===== config.mk =====
export PLATFORM = sky130hd
export DESIGN_NAME = header_loader
export DESIGN_NICKNAME = d
export VERILOG_FILES = /design/src/rtl/header_loader.sv
export SDC_FILE = /design/constraint.sdc
export NUM_CORES = 2
export LEC_CHECK = 0
export BUFFER_PORTS_ARGS = -buffer_cell sky130_fd_sc_hd__buf_2
export CORE_MARGIN = 1.5
export CORE_UTILIZATION = 57
export DETAILED_ROUTE_END_ITERATION = 7
export HOLD_SLACK_MARGIN = 0.03
export PLACE_DENSITY_LB_ADDON = 0.3
export SYNTH_ARGS = -nofsm -noshare
export SYNTH_HDL_FRONTEND = slang
export SYNTH_SLANG_ARGS = --single-unit

===== constraint.sdc =====
create_clock -name clk -period 3.4 [get_ports clk]
set_clock_uncertainty 0.2 [all_clocks]
set_input_delay 0 -clock clk [delete_from_list [all_inputs] [get_ports clk]]
set_output_delay 0 -clock clk [all_outputs]
set_load 0.01 [all_outputs]

===== src/rtl/header_loader.sv =====
// Byte-serial block-header loader: assembles an 80-byte frame in a shadow register,
// then commits it to the miner's header input behind a fixed-length miner reset pulse.
module header_loader #(
    parameter int RST_CYCLES = 2
) (
    input  logic         clk,
    input  logic         rst,
    input  logic [7:0]   in_data,
    input  logic         in_valid,
    input  logic         in_last,
    output logic         in_ready,
    output logic [639:0] header,
    output logic         miner_rst,
    output logic         header_valid,
    output logic         frame_err
);

    typedef enum logic [1:0] {
        IDLE,
        RECV,
        COMMIT,
        HOLD
    } state_t;

    localparam logic [6:0] LAST_IDX  = 7'd79;
    localparam logic [3:0] HOLD_LOAD = 4'(RST_CYCLES - 1);

    state_t       state;
    logic [6:0]   count;
    logic [3:0]   hold_cnt;
    logic [639:0] shadow;
    logic         take;

    // NOTE: in_ready is gated by rst combinationally so no byte can be taken on a reset cycle.
    assign in_ready = !rst && (state == IDLE || state == RECV);
    assign take     = in_valid && in_ready;

    // NOTE: shadow has no reset; count restarts at 0 and every byte is rewritten before a commit.
    always_ff @(posedge clk) begin
        if (take) begin
            shadow[10'd639 - {count, 3'b000} -: 8] <= in_data;
        end
    end

    always_ff @(posedge clk) begin
        if (rst) begin
            state        <= IDLE;
            count        <= '0;
            hold_cnt     <= '0;
            header       <= '0;
            header_valid <= 1'b0;
            frame_err    <= 1'b0;
            miner_rst    <= 1'b1;
        end else begin
            frame_err <= 1'b0;
            case (state)
                IDLE: begin
                    miner_rst <= 1'b0;
                    if (take) begin
                        if (in_last) begin
                            frame_err <= 1'b1;
                            count     <= '0;
                        end else begin
                            count <= 7'd1;
                            state <= RECV;
                        end
                    end
                end

                RECV: begin
                    miner_rst <= 1'b0;
                    if (take) begin
                        if (in_last != (count == LAST_IDX)) begin
                            frame_err <= 1'b1;
                            count     <= '0;
                            state     <= IDLE;
                        end else if (in_last) begin
                            // The final byte bypasses shadow so header updates in one step.
                            header       <= {shadow[639:8], in_data};
                            header_valid <= 1'b1;
                            miner_rst    <= 1'b1;
                            hold_cnt     <= HOLD_LOAD;
                            count        <= '0;
                            state        <= COMMIT;
                        end else begin
                            count <= count + 7'd1;
                        end
                    end
                end

                // COMMIT is the first cycle of the miner reset window; HOLD covers the rest.
                COMMIT, HOLD: begin
                    if (hold_cnt != 4'd0) begin
                        hold_cnt <= hold_cnt - 4'd1;
                        state    <= HOLD;
                    end else begin
                        miner_rst <= 1'b0;
                        state     <= IDLE;
                    end
                end

                default: state <= IDLE;
            endcase
        end
    end

endmodule


==> impl_metrics.ini <==
[status]
status = finished clean

[worst_setup_path]
crit_path_end_kind = flip-flop
crit_chain = inv_1 -> ha_1 -> ha_1 -> buf_4 -> nor2b_1 -> nand3_1 -> nor2_1
r2r_cells = 7
critPathLaunchType = flip-flop
critPathMaxStageDelay_ns = 0.74
ff2ff_setup_slack_ns = 0.03
critPathLaunch = count[4]
worstPathRequired_ns = 3.74
critPathKind = reg -> reg
cp_slowest_cell = nand3_1
crit_path_max_fanout = 16
crit_arrival_ns = 3.70
timing.rr.start = count[4]
worst_path_most_repeated_cell = ha_1
endpoint = shadow[454]
r2r-end = shadow[454]

[placement]
portBuffers = 655
dpl_worst_slack_ns = 0.1401
numPlacedInstances = 6020
dpl.hpwl_um = 116300
gp_congestion = 0.9541

[layout]
stdcell_count = 6291
ff_latch_area_um2 = 32110
layout_common_cells = nor2_1 (672), nand3_1 (668), dfxtp_1 (655)
multi_input_area_um2 = 13750
drive_above_1_share_pct = 19.56
nNetsFinal = 5127
area_growth_pct = 18.43
mostFrequentLayoutCell = nor2_1
fillers = 6217
fin_util_pct = 68.56

[floorplan]
die_h_um = 292.5
die_w_um = 292.5
start_util_pct = 57.89
rows = 105
coreArea_um2 = 82500
pin_count = 656
die-area_um2 = 85540

[clock_network]
clkSinkCount = 1288
cts.htree.levels = 4
cts_setup_buffers = 0
cts_tree = yes
clock_path_buffers = 3
root_buffer = clkbuf_16
clk_latency_ns = 0.74
ctsResizeCount = 0
path_clk_slew_ns = 0.06
cts_buffers = 131

[power_and_ir_drop]
finalPower_mw = 31.27
switching_power_mw = 6.728
seqPwrFrac_pct = 51.6
power_density_nw_per_um2 = 552.9
switching_share_pct = 21.51
ir_worst_vdd_mv = 0.4785
clockPowerShare_pct = 46.1
cellLeakagePower_nw = 19.93
power_frac_comb_pct = 2.2
p_int_mw = 24.55

[synthesis]
ys_async_sr_fraction_pct = 0
ys_seq_area_share_pct = 67.23
synthCells = 4612
syn_area_per_cell_um2 = 10.36
synth_warnings = 0
ys_types = 51
synth_xor_area_share_pct = 0.01834
synthesis.area_um2 = 47760
synth-seq-cells = 1288
ys.flop_type = dfxtp_1
synth_top_family_by_area = simple AND/OR/NAND/NOR gates
synth_compound_area_share_pct = 13.77
synth_edf_count = 632
yosys-mux-area-fraction_pct = 0.04191
synthAdderAreaFrac_pct = 0.2620
yosys.area_share.simple_pct = 14.55
synthesis.nets = 4634

[global_route]
grt_max_degree = 215
antenna_found_initial = 11
grt_first_pass_wirelength_um = 250900
grt_pass1_vias = 37030
overflow = 0
grt.total_usage_pct = 40.36

[detailed_routing]
avgRoutedWirePerCell_um = 28.37
ant_nets = 0
vias = 40860
drc = 0
vias_per_cell = 6.494
first_pass_iters = 7
routed_wl_um = 178500
drt-initial-drc-count = 7195

[timing]
final.period_utilization_pct = 99.03
setup_ws_ns = 0.03286
slew_viol_final = 0
hold_viol = 0
max_freq_ghz = 0.2970
tightest_slew_ns = 1.223
maxSlewHeadroom_pct = 18.29
min_period_ns = 3.367
rsz0062_at_grt = yes
setup_violations = 0

[flow_run]
maxCapViolations = 0

[min_path]
hold_path.class = in -> reg
hold_path_depth = 4
-- synth_stat cells, drive strengths merged (2+ instances only) --
| library cell | number | area, um^2 |
|---|---|---|
| nand2 | 73 | 274.0 |
| nand3 | 670 | 3353 |
| or3b | 2 | 20.02 |
| nor3 | 10 | 50.05 |
| or4 | 2 | 15.01 |
| or3 | 8 | 50.05 |
| inv | 10 | 37.53 |
| and2 | 3 | 18.77 |
| a21oi | 649 | 3248 |
| o31ai | 2 | 15.01 |
| nand3b | 6 | 45.04 |
| mux2i | 2 | 20.02 |
| nand2b | 6 | 45.04 |
| nor2b | 22 | 137.6 |
| dfxtp | 656 | 13130 |
| ha | 10 | 125.1 |
| o21ai | 645 | 3228 |
| and3 | 17 | 106.4 |
| o211ai | 3 | 22.52 |
| and4 | 16 | 140.1 |
| nor2 | 682 | 2585 |
| edfxtp | 632 | 18980 |
| buf | 138 | 700.7 |
| clkbuf | 328 | 1232 |
| a221oi | 2 | 17.52 |
| or4b | 3 | 30.03 |
-- how the worst min path moves through the flow --
stage	slack [ns]	end	from
6_report	0.09	frame_err	in_last
5_1_grt	0.12	frame_err	in_last
3_5_place_dp	0.12	count[0]	in_last
2_1_floorplan	-0.1	count[0]	in_last
3_3_place_gp	0.11	count[0]	in_last
4_1_cts	0.06	frame_err	in_last
-- area by class of cell --
type                       instances  share of cell area (%)
timing repair buffer             826                   8.843
multi-input combinational       2848                   24.30
tap                             1070                   2.367
antenna                            5                 0.02212
sequential                      1288                   56.77
inverter                          10                 0.07963
clock buffer                     197                   6.894
clock inverter                    47                  0.7255
-- critical path: cells and delay by family, from the launching register on --
kind          cells  cell delay (ns)
flops             1             0.32
fa+ha+maj         2             0.61
buf+inv           2             0.31
simple gates      3             1.74
-- repair_timing --
| action | CTS | global route |
|---|---|---|
| hold buffers | 22 | 0 |
| hold endpoints to repair | 370 | 0 |
| setup endpoints to repair | 0 | 41 |
-- layer usage --
layer	vias up	global-route usage [%]	part of all wire [%]
li1	17330	-	-
met1	19690	53.14	35
met2	3163	57.82	43
met3	666	11.47	14
met4	10	27.98	8.0
met5	-	0	0.038
-- per-stage QoR --
stage | TNS (ns) | instance area [um^2] | hold WS [ns]
after floorplan | 0 | 47760 | -0.09795
after global placement | 0 | 52020 | 0.1110
after detailed placement | 0 | 52020 | 0.1153
after CTS | 0 | 56560 | 0.05828
after global routing | -1.879 | 56560 | 0.1169
final | 0 | 56570 | 0.09111
-- registers in the layout (all words and copies together) (netlist names) --
name / count
state: 2
shadow: 632
count: 7
frame_err: 1
miner_rst: 1
header: 640
header_valid: 1
hold_cnt: 4
-- kinds of logic after synthesis --
family | count (synthesis)
buffers and inverters | 476
multiplexers | 2
AO/OA/AOI/OAI | 1307
AND/OR/NAND/NOR | 1528
adder cells (fa/ha/maj) | 10
XOR/XNOR | 1
flip-flops | 1288
-- power by group through the flow --
stage          sequential, mW  clock (mW)  combinational [mW]
3_5_place_dp             16.5           0               0.631
2_1_floorplan            16.5           0               0.337
5_1_grt                  16.1        15.0               0.696
6_report                 16.2        14.4               0.696
4_1_cts                  16.2        14.4               0.652
3_3_place_gp             16.5           0               0.634
Note: power is estimated with default switching activity, not from simulation.
